==> src/rtl/vending_pkg.sv <==
// rtl/vending_pkg.sv - shared states, constants and price/validity helpers for the vending controller
package vending_pkg;

  localparam int TIMEOUT_CYCLES = 5;
  localparam int STOCK_PER_ITEM = 10;
  localparam int MAX_CODE       = 25;
  localparam int CNT_W          = $clog2(TIMEOUT_CYCLES + 1);

  typedef enum logic [3:0] {
    IDLE,
    RELOAD_ST,
    GET_D1,
    GET_D2,
    CHECK,
    WAIT_VALID,
    VEND_ST,
    INVALID_ST,
    FAIL_ST
  } state_t;

  function automatic logic code_in_range(input logic [6:0] code);
    return code <= 7'(MAX_CODE);
  endfunction

  // Codes 08/09/18/19 cannot be keyed in, so they fall through to a zero price.
  function automatic logic [2:0] cost_of(input logic [6:0] code);
    logic [2:0] c;
    c = 3'd0;
    if (code <= 7'd3)                        c = 3'd1;
    else if (code <= 7'd7)                   c = 3'd2;
    else if (code >= 7'd10 && code <= 7'd13) c = 3'd3;
    else if (code >= 7'd14 && code <= 7'd17) c = 3'd4;
    else if (code >= 7'd20 && code <= 7'd22) c = 3'd5;
    else if (code >= 7'd23 && code <= 7'd25) c = 3'd6;
    return c;
  endfunction

endpackage

==> src/rtl/vending_inventory.sv <==
// rtl/vending_inventory.sv - per-slot stock counters indexed by decimal item code
module vending_inventory
  import vending_pkg::*;
(
  input  logic       clk,
  input  logic       clear_n,
  input  logic       reload,
  input  logic       dec,
  input  logic [4:0] idx,
  output logic [3:0] count
);

  // Full 32-entry array so any 5-bit index reads a defined value; slots above MAX_CODE stay empty.
  logic [3:0] stock [32];

  always_ff @(posedge clk or negedge clear_n) begin
    if (!clear_n) begin
      for (int i = 0; i < 32; i++) stock[i] <= 4'd0;
    end else if (reload) begin
      for (int i = 0; i < 32; i++) stock[i] <= (i <= MAX_CODE) ? 4'(STOCK_PER_ITEM) : 4'd0;
    end else if (dec && stock[idx] != 4'd0) begin
      stock[idx] <= stock[idx] - 4'd1;
    end
  end

  assign count = stock[idx];

endmodule

==> src/rtl/vending_machine.sv <==
// rtl/vending_machine.sv - card/keypad transaction FSM with registered outputs
module vending_machine
  import vending_pkg::*;
(
  input  logic       CLK,
  input  logic       RESET,
  input  logic       RELOAD,
  input  logic       CARD_IN,
  input  logic [2:0] ITEM_CODE,
  input  logic       KEY_PRESS,
  input  logic       VALID_TRAN,
  output logic       VEND,
  output logic       INVALID_SEL,
  output logic [2:0] COST,
  output logic       FAILED_TRAN
);

  state_t           state_q, state_d;
  logic [2:0]       tens_q, tens_d, units_q, units_d;
  logic [CNT_W-1:0] cnt_q, cnt_d;
  logic [6:0]       code;
  logic [3:0]       stock_cnt;
  logic             timeout;
  logic             vend_d, inv_d, fail_d;
  logic [2:0]       cost_d;

  assign code    = 7'(tens_q) * 7'd10 + 7'(units_q);
  assign timeout = (cnt_q == CNT_W'(TIMEOUT_CYCLES - 1));

  vending_inventory u_inv (
    .clk     (CLK),
    .clear_n (RESET),
    .reload  (state_q == RELOAD_ST),
    .dec     (state_q == VEND_ST),
    .idx     (code[4:0]),
    .count   (stock_cnt)
  );

  always_comb begin
    state_d = state_q;
    tens_d  = tens_q;
    units_d = units_q;
    cnt_d   = cnt_q;
    case (state_q)
      IDLE: begin
        cnt_d = '0;
        if (RELOAD)       state_d = RELOAD_ST;
        else if (CARD_IN) state_d = GET_D1;
      end
      RELOAD_ST: state_d = IDLE;
      GET_D1: begin
        if (KEY_PRESS) begin
          tens_d  = ITEM_CODE;
          cnt_d   = '0;
          state_d = GET_D2;
        end else if (timeout) begin
          cnt_d   = '0;
          state_d = INVALID_ST;
        end else begin
          cnt_d = cnt_q + 1'b1;
        end
      end
      GET_D2: begin
        if (KEY_PRESS) begin
          units_d = ITEM_CODE;
          cnt_d   = '0;
          state_d = CHECK;
        end else if (timeout) begin
          cnt_d   = '0;
          state_d = INVALID_ST;
        end else begin
          cnt_d = cnt_q + 1'b1;
        end
      end
      CHECK: begin
        cnt_d   = '0;
        state_d = (code_in_range(code) && stock_cnt != 4'd0) ? WAIT_VALID : INVALID_ST;
      end
      WAIT_VALID: begin
        if (VALID_TRAN) begin
          state_d = VEND_ST;
        end else if (timeout) begin
          cnt_d   = '0;
          state_d = FAIL_ST;
        end else begin
          cnt_d = cnt_q + 1'b1;
        end
      end
      default: state_d = IDLE;
    endcase

    // Outputs are decoded from the next state so the registers line up with the state they describe.
    vend_d = (state_d == VEND_ST);
    inv_d  = (state_d == INVALID_ST);
    fail_d = (state_d == FAIL_ST);
    cost_d = (state_d == WAIT_VALID || state_d == VEND_ST) ? cost_of(code) : 3'd0;
  end

  always_ff @(posedge CLK or negedge RESET) begin
    if (!RESET) begin
      state_q     <= IDLE;
      tens_q      <= '0;
      units_q     <= '0;
      cnt_q       <= '0;
      VEND        <= 1'b0;
      INVALID_SEL <= 1'b0;
      FAILED_TRAN <= 1'b0;
      COST        <= 3'd0;
    end else begin
      state_q     <= state_d;
      tens_q      <= tens_d;
      units_q     <= units_d;
      cnt_q       <= cnt_d;
      VEND        <= vend_d;
      INVALID_SEL <= inv_d;
      FAILED_TRAN <= fail_d;
      COST        <= cost_d;
    end
  end

endmodule

==> config.mk <==
export PLATFORM = sky130hd
export DESIGN_NAME = vending_machine
export DESIGN_NICKNAME = d
export VERILOG_FILES = /design/src/rtl/vending_pkg.sv /design/src/rtl/vending_inventory.sv /design/src/rtl/vending_machine.sv
export SDC_FILE = /design/constraint.sdc
export NUM_CORES = 1
export LEC_CHECK = 0
export BUFFER_PORTS_ARGS = -buffer_cell sky130_fd_sc_hd__buf_4
export CORE_MARGIN = 5
export CORE_UTILIZATION = 30
export DETAILED_ROUTE_END_ITERATION = 16
export GPL_TIMING_DRIVEN = 0
export PLACE_DENSITY_LB_ADDON = 0.3
export SLEW_MARGIN = 30
export SYNTH_ARGS = -nofsm -noshare
export SYNTH_HDL_FRONTEND = slang
export SYNTH_SLANG_ARGS = --single-unit
==> constraint.sdc <==
create_clock -name CLK -period 5.48 [get_ports CLK]
set_clock_uncertainty 0.2 [all_clocks]
set_input_delay 1.096 -clock CLK [delete_from_list [all_inputs] [get_ports CLK]]
set_output_delay 1.096 -clock CLK [all_outputs]
set_load 0.005 [all_outputs]
## Yosys cells after proc, flatten, opt, wreduce, memory -nomap -nowiden

Cells that the tools add are included.
Widths: inputs -> output; s select.

- $add $sub $neg: 3
- Muxes and demuxes: 28
- Reduce and logical (&&, ||, !) cells: 17
- Magnitude comparators: 12
- Multipliers: 1
- Bitwise logic cells: 1
- Equality and inequality tests: 12

Operators by type and width:

| operator | number |
|---|---|
| $mux 128 | 2 |
| $bwmux 128 | 1 |
| $mux 4 | 10 |
| $mux 3 | 10 |
| $eq 4x3->1 const B | 6 |
| $le 7x5->1 const B | 3 |
| $bmux 4 s5 | 1 |
| $demux 4 s5 | 1 |
| $pmux 4 s5 | 1 |
| $ge 7x4->1 const B | 2 |
| $ge 7x5->1 const B | 2 |
| $pmux 3 s3 | 1 |
| $eq 4x2->1 const B | 2 |
| $add 7x3->7 | 1 |
| $le 7x2->1 const B | 1 |
| $le 7x3->1 const B | 1 |
| $le 7x4->1 const B | 1 |
| $logic_and 1x1->1 | 7 |
| $ge 6x6->1 const B | 1 |
| $lt 6x1->1 const B | 1 |
| $mul 3x3->6 const B | 1 |
| $not 5->6 | 1 |
| $reduce_and 2->1 | 3 |
| $eq 4x1->1 const B | 1 |
| 12 further kinds | 13 |

- Flip-flop bits (word level): 147
- Logic and storage cells: 114

## Longest topological paths before layout

- Word-level depth: 13
- Gate-level depth with buffers: 16
- Depth with buffers taken out: 13

## Hierarchy

Synthesis repeated with hierarchy kept, for this count alone.

- Cells, all modules: 752
- Area total of the unflattened synthesis: 8320.5 um2

By module, submodules not included:

| module | area each (um2) | times used | cells an instance |
|---|---|---|---|
| vending_inventory | 7074.3 | 1 | 622 |
| vending_machine | 1246.2 | 1 | 130 |

## Least setup slack after synthesis

Ideal clock, no wire load.

- Kind: reg2reg
- From: register tens_q[0]
- To: register u_inv.stock[2] (netlist name)
- Arrival time: 3.569 ns
- Stages on the path, launching flop included: 16
- Required time: 5.200 ns
- Buffers on the path: 3
- Slack: 1.631 ns
- Cell sequence: dfrtp_1 > ha_1 > fa_1 > xnor2_2 > clkbuf_1 > nor2_1 > a2111o_1 > o311ai_0 > a21o_4 > clkinv_4 > ha_1 > a31oi_1 > buf_2 > and2_0 > buf_2 > mux2i_1

- Cells in the longest elaborated chain, start to end: 10
- Elaborated cells between the ends (all ways): 18
- Those cells by class: add/sub (2); mul (1); order compare (2); mux (8); bitwise (1); reduce/logical (4)

Ends and longest elaborated chain:

| element | RTL line | source |
|---|---|---|
| from (decl) | vending_machine.sv:19 | `logic [2:0] tens_q, tens_d, units_q, units_d;` |
| from (signal assigned) | vending_machine.sv:111 | `tens_q <= tens_d;` |
| $mul 3x3->6 * | vending_machine.sv:27 | `assign code = 7'(tens_q) * 7'd10 + 7'(units_q);` |
| $add 7x3->7 * | vending_machine.sv:27 |  |
| $not 5->6 (implied by the code) * | vending_inventory.sv:21, vending_inventory.sv:22 |  |
| $bmux 4 s5, or another cell as far along | vending_inventory.sv:21, vending_inventory.sv:22 |  |
| $mux 4 (implied by the code) or $logic_and 1x1->1 (tied branches) | vending_inventory.sv:21, vending_inventory.sv:22 |  |
| $mux 4, on equally long branches | vending_inventory.sv:21, vending_inventory.sv:22 |  |
| $sub 4x1->4 or $demux 4 s5 (tied branches) | vending_inventory.sv:22 | `stock[idx] <= stock[idx] - 4'd1;` |
| $bwmux 128 | vending_inventory.sv:22 |  |
| $mux 128 | vending_inventory.sv:21 | `end else if (dec && stock[idx] != 4'd0) begin` |
| $mux 128 | vending_inventory.sv:19 | `end else if (reload) begin` |
| to (signal, indexed assignment) | vending_inventory.sv:22 |  |
| to (decl) | vending_inventory.sv:14 | `logic [3:0] stock [32];` |

Every way passes the cells marked *; elsewhere a longest branch is shown, timed or not. The select of a mux whose other input is x is not followed.
A chain may end at the register's enable or synchronous reset.

## Worst setup path in the final report

Ends and elaborated chain as after synthesis.

==> results.md <==
* FMAX at 0.197 GHz
* Diodes inserted at 0
* Iteration count of the initial detailed-routing pass at 4
* Count of input and output buffers at 14
* Die extent in y at 174 um
* First-pass GRT wire length at 37.8 mm
* Number of synthesized flops with an enable pin at 0
* Crit share post-route at 0.927
* Syn nets at 763
* DRC marker count from the first detailed-route iteration at slightly below 500
* Synthesized-area fraction occupied by xor and xnor cells at 0.00850
* Largest net degree at the start of global routing at slightly below 70
* #FFs+latches synth at 147
* Data required time at the worst endpoint at 5.64 ns
* Sequential cell area at 3680 um2
* Final global-route overflow total at 0
* Layout-stage area growth over the synthesis result at 14.7%
* Dominant register cell in the synthesized netlist: sky130_fd_sc_hd__dfrtp_1
* Clock tree from TritonCTS: yes
* Vias after detailed routing at 5973
* Number of slew-limit violations in the final report at 0
* Top cells by instance count after synthesis: sky130_fd_sc_hd__dfrtp_1 (147), sky130_fd_sc_hd__nand2_1 (130), sky130_fd_sc_hd__mux2i_1 (122)
* Cell Rows at 60
* Via density per instance at 5.27
* Number of buffers added by the clock tree synthesis step at 17
* Post-detailed-route wirelength per cell at 21.2 um
* Outcome: completed
* Library cells used by synthesis at 66
* Routed wire length at 24.0 mm
* Critical Path Start Type: flip-flop
* Total track usage at 0.161
* Worst relative slew slack at 0.364
* Transition at the pin with the smallest max-transition slack at 0.946 ns
* Sequential area share after synthesis at 0.454
* Hold violation total from the final report at 0
* RSZ-0062 raised after global routing: false
* Critical path start-end classification: reg -> reg
* Top-area cell type share of the netlist area at 0.454
* DRC violations left at 0
* Nets@finish at 798
* Largest area contributor in the synthesized netlist: sky130_fd_sc_hd__dfrtp_1
* Synthesized netlist cell count at ~740
* HPWL after detailed placement at 16.9 mm
* Post-synthesis share of cell area spent on full adders, half adders and majority gates at 0.0164
* Crit path DAT at roughly 5.2 ns
* Clock insertion delay at the later pin of the skew report at around 0.44 ns
* Area occupied by multi-input gates at slightly above 4000 um2
* Final count of negative-setup-slack endpoints at 0
* Vias in the first global route at about 6200
* Worst min-delay path class: in -> async
* Clock-pin slew reported for the worst setup and hold paths after clock tree synthesis at roughly 0.070 ns
* Top Ports at 15
* Starting utilization of the core area at 0.302
* Setup total negative slack at 0 ns
* Floorplan die width at 174 um
* Max cap viols at 0
* Yosys Warn Count at 0
* Area of the die at 30400 um2
* Detail Route Antenna Nets at 0
* Number of H-tree levels at 4
* Layout cell share with drive strength beyond 1 at 0.143
* Min Clock Period, post-route at ~5.1 ns
* Post-CTS Setup Inserts at 0
* Routability Congestion at between 0.8 and 0.9
* Clock Path Buffers at 2
* Most frequent cell after synthesis: sky130_fd_sc_hd__dfrtp_1
* Kind of end point of the critical path: flip-flop
* Clock root buffer: sky130_fd_sc_hd__clkbuf_16
* Main combinational cell family by area after synthesis: multiplexers
* Post-synthesis compound-gate area fraction at 0.0944
* Async set-reset flop share out of synthesis at 1.00
* Area share of and/or/nand/nor cells after synthesis at 0.137
* Cell types occupying the most area after synthesis: sky130_fd_sc_hd__dfrtp_1 (45%), sky130_fd_sc_hd__mux2i_1 (15%), sky130_fd_sc_hd__nand2_1 (6.0%), sky130_fd_sc_hd__mux4_2 (5.3%), sky130_fd_sc_hd__nor2_1 (2.6%)
* Mapped Avg Cell Area at between 10 and 15 um2
* Cell Area, Synth at 8100 um2
* Multiplexer share of the synthesized area at 0.243
* Count of filler cells inserted in the layout at roughly 2700
* TritonCTS Sinks at 147
* Crit path max fanout at 10
* Placeable core area at 26800 um2
* Initial antenna violation count at 0
[registers in the layout, summed over array words and instances, names as in the netlist]
register and cells:
u_inv.stock 128, state_q 4, COST 3, cnt_q 3, tens_q 3, units_q 3
FAILED_TRAN 1, INVALID_SEL 1, VEND 1
[layout make-up]
class / instances / area share
multi-input cells: 529 / 0.439
flip-flops and latches: 147 / 0.396
clock buffers: 18 / 0.0462
well taps: 341 / 0.0459
plain buffers: 59 / 0.0358
repair buffers: 16 / 0.0180
clock inverters: 14 / 0.0155
inverters: 9 / 0.00417
[through the flow]
step | area (um2) | hold slack [ns] | util | worst slack [ns] | cells
6_report | 9290 | 0.288 | 0.347 | 0.402 | 1133
3_5_place_dp | 8700 | 0.303 | 0.325 | 0.273 | 1101
3_3_place_gp | 8630 | 0.294 | 0.322 | 0.300 | 1099
5_1_grt | 9290 | 0.286 | 0.347 | 0.196 | 1133
2_1_floorplan | 8100 | 0.275 | - | 1.63 | 744
4_1_cts | 9270 | 0.279 | 0.346 | 0.259 | 1133
[per-layer routing]
| layer | track usage | share of wire | vias up |
|---|---|---|---|
| li1 | - | - | 2730 |
| met1 | 0.231 | 0.47 | 3042 |
| met2 | 0.246 | 0.46 | 161 |
| met3 | 0.0346 | 0.047 | 40 |
| met4 | 0.0482 | 0.020 | 0 |
| met5 | 0 | 0 | - |
[layout by cell type, fill, tap and decap left out, types with 8 or more instances in the layout]
cell type / n
sky130_fd_sc_hd__clkbuf_1: 38
sky130_fd_sc_hd__nor3_1: 11
sky130_fd_sc_hd__mux2_2: 9
sky130_fd_sc_hd__buf_4: 21
sky130_fd_sc_hd__mux4_2: 19
sky130_fd_sc_hd__mux2i_1: 122
sky130_fd_sc_hd__nand2b_1: 11
sky130_fd_sc_hd__ha_1: 9
sky130_fd_sc_hd__inv_1: 8
sky130_fd_sc_hd__clkbuf_16: 17
sky130_fd_sc_hd__nor2_1: 56
sky130_fd_sc_hd__dfrtp_1: 147
sky130_fd_sc_hd__a2bb2oi_1: 12
sky130_fd_sc_hd__o21ai_0: 11
sky130_fd_sc_hd__nand2_1: 130
sky130_fd_sc_hd__nand3_1: 16
sky130_fd_sc_hd__a21oi_1: 12
[worst paths after layout]
path                            slack [ns]              end  depth (start not counted)  startpoint
worst min register to register        0.32       units_q[1]                          1  units_q[1]
worst max-delay path                  0.40   u_inv.stock[2]                         15   tens_q[0]
max in group asynchronous             3.88  u_inv.stock[81]                          3       RESET
worst max register to register        0.40   u_inv.stock[2]                         15   tens_q[0]
min in group CLK                      0.32       units_q[1]                          1  units_q[1]
worst min-delay path                  0.29          COST[2]                          1       RESET
[what timing repair did]
action | in CTS | in global routing
gates resized for setup | 0 | 1
hold endpoints to repair | 0 | 0
hold buffers | 0 | 0
setup endpoints to repair | 0 | 4
[worst max-delay path: stages, from the launching register on]
cell	delay (ns)
sky130_fd_sc_hd__dfrtp_1	0.40
sky130_fd_sc_hd__ha_1	0.24
sky130_fd_sc_hd__fa_1	0.50
sky130_fd_sc_hd__xnor2_4	0.52
sky130_fd_sc_hd__clkbuf_1	0.51
sky130_fd_sc_hd__nor2_1	0.12
sky130_fd_sc_hd__a2111o_1	0.41
sky130_fd_sc_hd__o311ai_0	0.13
sky130_fd_sc_hd__a21o_4	0.19
sky130_fd_sc_hd__clkinv_4	0.06
sky130_fd_sc_hd__ha_1	0.28
sky130_fd_sc_hd__a31oi_1	0.46
sky130_fd_sc_hd__buf_2	0.41
sky130_fd_sc_hd__and2_0	0.17
sky130_fd_sc_hd__buf_2	0.18
sky130_fd_sc_hd__mux2i_1	0.20
[cells by family after synthesis]
family	Yosys count
adder cells (fa/ha/maj)	10
XOR/XNOR	7
flip-flops	147
multiplexers	159
AO/OA/AOI/OAI	96
buffers and inverters	68
AND/OR/NAND/NOR	257
Power is left out: the tool's default activity adds up to more than one toggle a clock period on the data nets, which glitch-free logic cannot reach.
